==> config.mk <==
export PLATFORM = sky130hd
export DESIGN_NAME = vga_scanout
export DESIGN_NICKNAME = d
export VERILOG_FILES = /design/src/rtl/vga_pkg.sv /design/src/rtl/vga_timing_gen.sv /design/src/rtl/vga_scanout.sv
export SDC_FILE = /design/constraint.sdc
export NUM_CORES = 1
export LEC_CHECK = 0
export CAP_MARGIN = 25
export CORE_MARGIN = 1.5
export CORE_UTILIZATION = 35
export DETAILED_ROUTE_END_ITERATION = 7
export DONT_BUFFER_PORTS = 1
export GPL_ROUTABILITY_DRIVEN = 0
export PLACE_DENSITY = 0.58
export SYNTH_ARGS = -nofsm -noshare
export SYNTH_HDL_FRONTEND = slang
export SYNTH_SLANG_ARGS = --single-unit
==> constraint.sdc <==
create_clock -name i_clk -period 3.75 [get_ports i_clk]
set_input_delay 0.1875 -clock i_clk [delete_from_list [all_inputs] [get_ports i_clk]]
set_output_delay 0.1875 -clock i_clk [all_outputs]
set_load 0.01 [all_outputs]
==> src/rtl/vga_pkg.sv <==
// Shared 640x480@60 timing constants, framebuffer depth and test-bar colours
// for the VGA scanout block.
package vga_pkg;

    localparam int H_VIS    = 640;
    localparam int H_FP     = 16;
    localparam int H_SYNC   = 96;
    localparam int H_BP     = 48;
    localparam int H_TOTAL  = 800;
    localparam int V_VIS    = 480;
    localparam int V_FP     = 10;
    localparam int V_SYNC   = 2;
    localparam int V_BP     = 33;
    localparam int V_TOTAL  = 525;
    localparam int HS_START = 656;
    localparam int HS_END   = 751;
    localparam int VS_START = 490;
    localparam int VS_END   = 491;
    localparam int FB_DEPTH = 307200;

    typedef enum logic [2:0] {
        BAR_WHITE   = 3'd0,
        BAR_YELLOW  = 3'd1,
        BAR_CYAN    = 3'd2,
        BAR_GREEN   = 3'd3,
        BAR_MAGENTA = 3'd4,
        BAR_RED     = 3'd5,
        BAR_BLUE    = 3'd6,
        BAR_BLACK   = 3'd7
    } bar_e;

    localparam logic [11:0] RGB_WHITE   = 12'hFFF;
    localparam logic [11:0] RGB_YELLOW  = 12'hFF0;
    localparam logic [11:0] RGB_CYAN    = 12'h0FF;
    localparam logic [11:0] RGB_GREEN   = 12'h0F0;
    localparam logic [11:0] RGB_MAGENTA = 12'hF0F;
    localparam logic [11:0] RGB_RED     = 12'hF00;
    localparam logic [11:0] RGB_BLUE    = 12'h00F;
    localparam logic [11:0] RGB_BLACK   = 12'h000;

    function automatic logic [11:0] bar_rgb(input logic [2:0] idx);
        logic [11:0] c;
        case (bar_e'(idx))
            BAR_WHITE:   c = RGB_WHITE;
            BAR_YELLOW:  c = RGB_YELLOW;
            BAR_CYAN:    c = RGB_CYAN;
            BAR_GREEN:   c = RGB_GREEN;
            BAR_MAGENTA: c = RGB_MAGENTA;
            BAR_RED:     c = RGB_RED;
            BAR_BLUE:    c = RGB_BLUE;
            default:     c = RGB_BLACK;
        endcase
        return c;
    endfunction

endpackage

==> src/rtl/vga_timing_gen.sv <==
// Pixel-tick divider and raster counters; exports the current position, raw
// sync/visible flags and a look-ahead of the position the next tick enters.
module vga_timing_gen #(
    parameter  int CLK_DIV   = 4,
    parameter  int H_VIS     = vga_pkg::H_VIS,
    parameter  int H_FP      = vga_pkg::H_FP,
    parameter  int H_SYNC    = vga_pkg::H_SYNC,
    parameter  int H_BP      = vga_pkg::H_BP,
    parameter  int V_VIS     = vga_pkg::V_VIS,
    parameter  int V_FP      = vga_pkg::V_FP,
    parameter  int V_SYNC    = vga_pkg::V_SYNC,
    parameter  int V_BP      = vga_pkg::V_BP,
    localparam int H_TOTAL_L = H_VIS + H_FP + H_SYNC + H_BP,
    localparam int V_TOTAL_L = V_VIS + V_FP + V_SYNC + V_BP,
    localparam int HW        = $clog2(H_TOTAL_L),
    localparam int VW        = $clog2(V_TOTAL_L)
) (
    input  logic          i_clk,
    input  logic          i_rst,
    output logic          o_tick,
    output logic [HW-1:0] o_h,
    output logic [VW-1:0] o_v,
    output logic          o_hs,
    output logic          o_vs,
    output logic          o_vis,
    output logic          o_vis_next,
    output logic          o_origin_next
);
    import vga_pkg::*;

    localparam int DW       = $clog2(CLK_DIV);
    localparam int HS_FIRST = H_VIS + H_FP;
    localparam int HS_LAST  = HS_FIRST + H_SYNC - 1;
    localparam int VS_FIRST = V_VIS + V_FP;
    localparam int VS_LAST  = VS_FIRST + V_SYNC - 1;

    logic [DW-1:0] div_q, div_d;
    logic [HW-1:0] h_q, h_d;
    logic [VW-1:0] v_q, v_d;
    logic          tick_s;

    // Divider wrap produces the tick; counters advance only on tick
    always_comb begin
        tick_s = (div_q == DW'(CLK_DIV - 1));
        div_d  = tick_s ? '0 : div_q + DW'(1);
        h_d    = h_q;
        v_d    = v_q;
        if (tick_s) begin
            if (h_q == HW'(H_TOTAL_L - 1)) begin
                h_d = '0;
                if (v_q == VW'(V_TOTAL_L - 1)) begin
                    v_d = '0;
                end else begin
                    v_d = v_q + VW'(1);
                end
            end else begin
                h_d = h_q + HW'(1);
            end
        end else begin
            h_d = h_q;
        end
    end

    // Divider and raster position registers
    always_ff @(posedge i_clk or posedge i_rst) begin
        if (i_rst) begin
            div_q <= '0;
            h_q   <= '0;
            v_q   <= '0;
        end else begin
            div_q <= div_d;
            h_q   <= h_d;
            v_q   <= v_d;
        end
    end

    assign o_tick        = tick_s;
    assign o_h           = h_q;
    assign o_v           = v_q;
    assign o_hs          = (h_q >= HW'(HS_FIRST)) && (h_q <= HW'(HS_LAST));
    assign o_vs          = (v_q >= VW'(VS_FIRST)) && (v_q <= VW'(VS_LAST));
    assign o_vis         = (h_q < HW'(H_VIS)) && (v_q < VW'(V_VIS));
    assign o_vis_next    = (h_d < HW'(H_VIS)) && (v_d < VW'(V_VIS));
    assign o_origin_next = (h_d == '0) && (v_d == '0);

endmodule

==> src/rtl/vga_scanout.sv <==
// VGA scanout: framebuffer address generation one pixel ahead plus the
// registered sync/RGB output stage. Optional colour bars: VGA_SCANOUT_TESTPAT_EN.
module vga_scanout #(
    parameter  int ADDR_WIDTH = 19,
    parameter  int DATA_WIDTH = 12,
    parameter  int CLK_DIV    = 4,
    parameter  int H_VIS      = vga_pkg::H_VIS,
    parameter  int H_FP       = vga_pkg::H_FP,
    parameter  int H_SYNC     = vga_pkg::H_SYNC,
    parameter  int H_BP       = vga_pkg::H_BP,
    parameter  int V_VIS      = vga_pkg::V_VIS,
    parameter  int V_FP       = vga_pkg::V_FP,
    parameter  int V_SYNC     = vga_pkg::V_SYNC,
    parameter  int V_BP       = vga_pkg::V_BP,
    localparam int HW         = $clog2(H_VIS + H_FP + H_SYNC + H_BP),
    localparam int VW         = $clog2(V_VIS + V_FP + V_SYNC + V_BP)
) (
    input  logic                  i_clk,
    input  logic                  i_rst,
    output logic [ADDR_WIDTH-1:0] o_addr,
    input  logic [DATA_WIDTH-1:0] i_data,
`ifdef VGA_SCANOUT_TESTPAT_EN
    input  logic                  i_testpat,
`endif
    output logic                  o_hsync,
    output logic                  o_vsync,
    output logic [3:0]            o_red,
    output logic [3:0]            o_green,
    output logic [3:0]            o_blue,
    output logic                  o_vblank,
    output logic                  o_frame_start
);
    import vga_pkg::*;

    logic          tick_s, hs_s, vs_s, vis_s, vis_next_s, origin_next_s;
    logic [HW-1:0] h_s;
    logic [VW-1:0] v_s;

    logic [ADDR_WIDTH-1:0] ptr_q, ptr_d, addr_q, addr_d;
    logic [DATA_WIDTH-1:0] rgb_q, rgb_d, pix_s;
    logic                  hsync_q, hsync_d, vsync_q, vsync_d;
    logic                  vblank_q, vblank_d, fs_q, fs_d;

    vga_timing_gen #(
        .CLK_DIV (CLK_DIV),
        .H_VIS   (H_VIS),
        .H_FP    (H_FP),
        .H_SYNC  (H_SYNC),
        .H_BP    (H_BP),
        .V_VIS   (V_VIS),
        .V_FP    (V_FP),
        .V_SYNC  (V_SYNC),
        .V_BP    (V_BP)
    ) u_timing (
        .i_clk         (i_clk),
        .i_rst         (i_rst),
        .o_tick        (tick_s),
        .o_h           (h_s),
        .o_v           (v_s),
        .o_hs          (hs_s),
        .o_vs          (vs_s),
        .o_vis         (vis_s),
        .o_vis_next    (vis_next_s),
        .o_origin_next (origin_next_s)
    );

    // Pixel source: framebuffer data, or colour bars keyed on the displayed column
    always_comb begin
`ifdef VGA_SCANOUT_TESTPAT_EN
        if (i_testpat) begin
            pix_s = bar_rgb(3'(h_s / HW'(H_VIS / 8)));
        end else begin
            pix_s = i_data;
        end
`else
        pix_s = i_data;
`endif
    end

    // Address pointer and output stage; the counters already hold the pixel
    // being registered to the pins, the look-ahead picks the next address
    always_comb begin
        ptr_d    = ptr_q;
        addr_d   = addr_q;
        hsync_d  = hsync_q;
        vsync_d  = vsync_q;
        rgb_d    = rgb_q;
        vblank_d = vblank_q;
        fs_d     = 1'b0;
        if (tick_s) begin
            if (origin_next_s) begin
                addr_d = '0;
                ptr_d  = ADDR_WIDTH'(1);
            end else if (vis_next_s) begin
                addr_d = ptr_q;
                ptr_d  = ptr_q + ADDR_WIDTH'(1);
            end else begin
                addr_d = addr_q;
                ptr_d  = ptr_q;
            end
            hsync_d  = ~hs_s;
            vsync_d  = ~vs_s;
            rgb_d    = vis_s ? pix_s : '0;
            vblank_d = (v_s >= VW'(V_VIS));
            fs_d     = (h_s == '0) && (v_s == '0);
        end else begin
            fs_d = 1'b0;
        end
    end

    // Output and pointer registers; reset parks the raster at (0,0) with
    // address 0 already presented, so the pointer resumes at 1
    always_ff @(posedge i_clk or posedge i_rst) begin
        if (i_rst) begin
            ptr_q    <= ADDR_WIDTH'(1);
            addr_q   <= '0;
            hsync_q  <= 1'b1;
            vsync_q  <= 1'b1;
            rgb_q    <= '0;
            vblank_q <= 1'b0;
            fs_q     <= 1'b0;
        end else begin
            ptr_q    <= ptr_d;
            addr_q   <= addr_d;
            hsync_q  <= hsync_d;
            vsync_q  <= vsync_d;
            rgb_q    <= rgb_d;
            vblank_q <= vblank_d;
            fs_q     <= fs_d;
        end
    end

    assign o_addr        = addr_q;
    assign o_hsync       = hsync_q;
    assign o_vsync       = vsync_q;
    assign o_red         = rgb_q[11:8];
    assign o_green       = rgb_q[7:4];
    assign o_blue        = rgb_q[3:0];
    assign o_vblank      = vblank_q;
    assign o_frame_start = fs_q;

endmodule

# Word-level counts from Yosys, hierarchy flattened
# Cells that the tools add are included.
# totals
ramBits	0
memories	0
out_inout_bits	35
inputBits	14
latch_bits	0
regBits	76
romBits	0
# classes
magnitude_cmp	9
n_reduce_logical	12
n_eq_ne	3
addsub	4
n_div	0
muxes	12
shift	0
multipliers	0
n_bitwise	2
# ops
operator	n
$mux W19	4
$mux W10	5
$logic_not A10 Y1	4
$add A10 B1 Y10 const B	2
$eq A10 B10 Y1 const B	2
$ge A10 B9 Y1 const B	2
$lt A10 B10 Y1 const B	2
$lt A10 B9 Y1 const B	2
$add A19 B1 Y19 const B	1
$mux W12	1
$ge A10 B10 Y1 const B	1
$le A10 B10 Y1 const B	1
$le A10 B9 Y1 const B	1
$logic_and A1 B1 Y1	6
$add A2 B1 Y2 const B	1
$eq A2 B2 Y1 const B	1
$mux W2	1
$not A1 Y1	2
$reduce_and A2 Y1	1
$reduce_bool A2 Y1	1
$mux W1	1

# Longest topological paths before layout
# depth
ltp_word	8
depth_mapped	11
depth_no_buf	9

# Cells and area by module
# A second synthesis with hierarchy kept.
# unflattened
hier_cells	411
hier_area_um2	3887.5
# by_module_without_submodules
module	cells_per_inst	area_per_inst_um2	instances
vga_scanout	255	2409.8	1
vga_timing_gen	156	1477.7	1

# Worst setup path before layout
# No wires, ideal clock.
# synth_timing
path_type	reg2reg
start	register u_timing.h_q[5] (netlist: u_timing.o_h[5])
end	register ptr_q[17]
setup_ps	129
setup_slack_ps	850
t_arrival_ps	2771
n_path_buf	4
t_required_ps	3621
synth_period_minus_slack_ps	2900
stages_incl_launch_ff	12
path_cell_list	dfrtp_1 -> or4b_1 -> buf_2 -> or3_4 -> buf_6 -> o31ai_4 -> nand2_1 -> a211o_1 -> buf_6 -> o21ai_2 -> buf_6 -> o221ai_2
# synth_between
elab_chain_len	7
# synth_rtl
item	line	source
from (decl)	vga_timing_gen.sv:38	logic [HW-1:0] h_q, h_d;
from (signal assigned)	vga_timing_gen.sv:68	h_q <= '0;
from (signal assigned)	vga_timing_gen.sv:72	h_q <= h_d;
$eq A10 B10 Y1 *	vga_timing_gen.sv:49	if (h_q == HW'(H_TOTAL_L - 1)) begin
$mux W10 *	vga_timing_gen.sv:49	
$mux W10 *	vga_timing_gen.sv:48	if (tick_s) begin
named net u_timing.v_d[8]	vga_timing_gen.sv:39	logic [VW-1:0] v_q, v_d;
$lt A10 B9 Y1 or $logic_not A10 Y1 (tied branches)	vga_timing_gen.sv:83, vga_timing_gen.sv:84	
$logic_and A1 B1 Y1, on equally long branches	vga_timing_gen.sv:83, vga_timing_gen.sv:84	
$reduce_bool A2 Y1 (no line)	-	
$reduce_and A2 Y1 (no line)	-	
to (signal assigned)	vga_scanout.sv:123	ptr_q <= ptr_d;
to (decl)	vga_scanout.sv:39	logic [ADDR_WIDTH-1:0] ptr_q, ptr_d, addr_q, addr_d;
# Mark *: on every way through the listed nets, which the timed path passes. The rest lies on a longest branch.
# A chain may end at the register's enable or synchronous reset.

# Worst setup path after layout
# layout_timing
start	register u_timing.h_q[5] (netlist: u_timing.o_h[5])
end	register ptr_q[16]
# layout_between
elab_chain_len	7
# layout_rtl
item	line	source
$add A10 B1 Y10 or $eq A10 B10 Y1 (tied branches)	vga_timing_gen.sv:57, vga_timing_gen.sv:49	
$mux W10	vga_timing_gen.sv:49	
$mux W10	vga_timing_gen.sv:48	
$lt A10 B10 Y1, or another cell as far along	vga_timing_gen.sv:83	assign o_vis_next = (h_d < HW'(H_VIS)) && (v_d < VW'(V_VIS));
$logic_and A1 B1 Y1, on equally long branches	vga_timing_gen.sv:83, vga_timing_gen.sv:84	
$reduce_bool A2 Y1 (no line)	-	
$reduce_and A2 Y1 (no line)	-	
# Several ways; a longest one is shown, not always the timed one.

==> impl_metrics.toml <==
[yosys]
synth.largest_area_cell = "dfrtp_1"
synth_cells = 434
synth_top_area_share = 0.448
ys_seq_area_frac = 0.467
synth_nets = 454
synth_flop_cell = "dfrtp_1"
ys_ff_latch = 76
yosys_warnings = 0
synth_edf_count = 0
ys_top_cells_by_area = "dfrtp_1, nand2_1, o21ai_0"
async_reset_ff_frac = 1.00
synth_cell_types = 60
synth_area_um2 = 4080
syn_avg_cell_area_um2 = 9.39

[routing]
num_vias = 3202
drt-pass1-iter-count = 4
routed_via_density = 5.40
drtIter0Drc = 184
wl_um = 9440
drt-wirelength-per-cell_um = 15.9
drc = 0
antenna_left = 0

[setup_path]
critPathMaxFanout = 22
start_kind = "flop"
r2r_setup_slack_ns = 0.29
crit_required_ns = 4.01
cp-startpoint = "u_timing.o_h[5]$_DFF_PP0_"
worstPathArrival_ns = 3.72
rr_startpoint = "u_timing.o_h[5]$_DFF_PP0_"
setup.worst_path.end_class = "flop"
crit_type = "reg2reg"

[cells_and_area]
final_net_count = 465
syn_to_final_growth_pct = 13.6
layout_common_cells = "nand2_1, dfrtp_1, inv_1, o21ai_0, o21ai_1"
ff_latch_area_um2 = 1910
multi_input_comb_area_um2 = 1920
final_common_cell = "nand2_1"
layout-drive-gt1-share = 0.136
postLayoutCellArea_um2 = 4630
nFillCells = 1116
diodes = 0

[grt]
grt_usage = 0.161
grt_max_degree = 47
antenna_found_initial = 0
grt_pass1_wl_um = 16200
grt_pass1_vias = 3227
grt_overflow_total = 0

[min_path]
min_path_type = "reg2reg"
min_from = "u_timing.div_q[0]$_DFF_PP0_"

[pwr]
power_density_nw_per_um2 = 391
p_leak_nw = 1.96
ir_drop_mv = 0.350

[placement]
port_buffers = 0
post_dp_cell_area_um2 = 4170
dp_hpwl_um = 6390

[floorplanning]
die_w_um = 111
coreArea_um2 = 11400
ioPinCount = 49
start_util = 0.359
rows = 39
die_area_um2 = 12300
die_y_um = 111

[timing]
final.setup.tns_ns = 0
slew-limit-headroom = 0.456
finalCritPeriodShare = 0.922
whs_ns = 0.436
layout_min_cycle_time_ns = 3.46
timing.fmax_mhz = 289
hold_violations = 0
tightest_slew_ns = 0.814
rsz0062_at_grt = "false"
skew_ns = 0.00649
setup_viol = 0
report.final.slew_viol_count = 0

[clocking]
clockBufferDepth = 2
clock-sinks = 76
cts_tree = "built"
insertion_delay_ns = 0.34
cts_resized = 0
root_buffer = "clkbuf_16"
clk_pin_slew_worst_paths_ns = 0.06
cts_max_level = 3
numCtsBuffers = 9

[job]
maxCapViolations = 0

[outcome]
status = "complete, no violations"
-- critical path, stage by stage (launching register included) --
cell and delay, ns:
dfrtp_1 0.43, or4b_1 0.68, or3_4 0.52, or4_1 0.55, a211oi_2 0.30, a211o_2 0.44
buf_4 0.28, nand2_1 0.09, o211ai_2 0.07
-- sequential cells by signal (all words and copies together), names as in the netlist --
signal / cells
o_vsync: 1
o_frame_start: 1
o_vblank: 1
o_hsync: 1
ptr_q: 19
u_timing.o_v: 10
o_addr: 19
u_timing.div_q: 2
u_timing.o_h: 10
rgb_q: 12
-- power by group --
group / internal [W] / switching, W / total [W]
registers: 0.000827 / 0.00000762 / 0.000834
clock network: 0.000587 / 0.000354 / 0.000941
logic: 0.0000120 / 0.0000209 / 0.0000329
total: 0.00143 / 0.000383 / 0.00181
-- cells in the mapped netlist, drive strengths merged, types with 3 or more instances --
cell,instances
a211oi,3
a21oi,4
and3,8
and4,5
buf,15
clkbuf,6
dfrtp,73
dfstp,3
ha,6
inv,30
nand2,87
nand2b,5
nand3,13
nand4,9
nor2,17
nor2b,5
nor3,6
nor4,3
o2111ai,3
o211ai,21
o21ai,45
o311ai,3
o31ai,9
or2,7
or3,7
or4,3
xnor2,6
-- path summary, 6_finish.rpt --
check,cells after the start,to
setup / recovery,8,ptr_q[16]$_DFFE_PP0P_
hold / removal,1,u_timing.div_q[0]$_DFF_PP0_
hold reg to reg,1,u_timing.div_q[0]$_DFF_PP0_
max in group asynchronous,3,ptr_q[0]$_DFFE_PP1P_
min in group asynchronous,2,rgb_q[5]$_DFFE_PP0P_
setup reg to reg,8,ptr_q[16]$_DFFE_PP0P_
-- per-stage QoR --
| step | setup WS [ns] | cells | power [W] | util |
|---|---|---|---|---|
| 2_1_floorplan | 0.850 | 434 | 0.000864 | - |
| 3_3_place_gp | 0.349 | 564 | 0.000872 | 0.367 |
| 3_5_place_dp | 0.302 | 564 | 0.000873 | 0.367 |
| 4_1_cts | 0.276 | 593 | 0.00184 | 0.407 |
| 5_1_grt | 0.101 | 593 | 0.00187 | 0.407 |
| 6_report | 0.294 | 593 | 0.00181 | 0.407 |
-- cells by family after synthesis --
logic type               count (synthesis)  synth area share
AND/OR/NAND/NOR                        182             0.227
AO/OA/AOI/OAI                          108             0.199
flip-flops                              76             0.467
buffers and inverters                   51            0.0626
XOR/XNOR                                 7            0.0150
adder cells (fa/ha/maj)                  6            0.0184
multiplexers                             4            0.0104
-- cell type report --
| class | instances | share of cell area |
|---|---|---|
| Clock buffer | 9 | 0.0486 |
| Multi-Input combinational cell | 307 | 0.414 |
| Inverter | 30 | 0.0246 |
| Tap cell | 143 | 0.0386 |
| Timing Repair Buffer | 21 | 0.0411 |
| Sequential cell | 76 | 0.412 |
| Clock inverter | 7 | 0.0216 |
-- routing by layer --
metal,vias up,global-route usage,part of all wire
met5,-,0,0
met4,0,0.0547,0.014
met3,11,0.0437,0.044
met2,69,0.270,0.49
met1,1548,0.199,0.45
li1,1574,-,-
-- repair_timing --
item,4_1_cts,5_1_grt
endpoints found under the hold margin,55,0
hold buffers,13,0
setup buffers,0,0
Power figures use the tool's default switching activity.
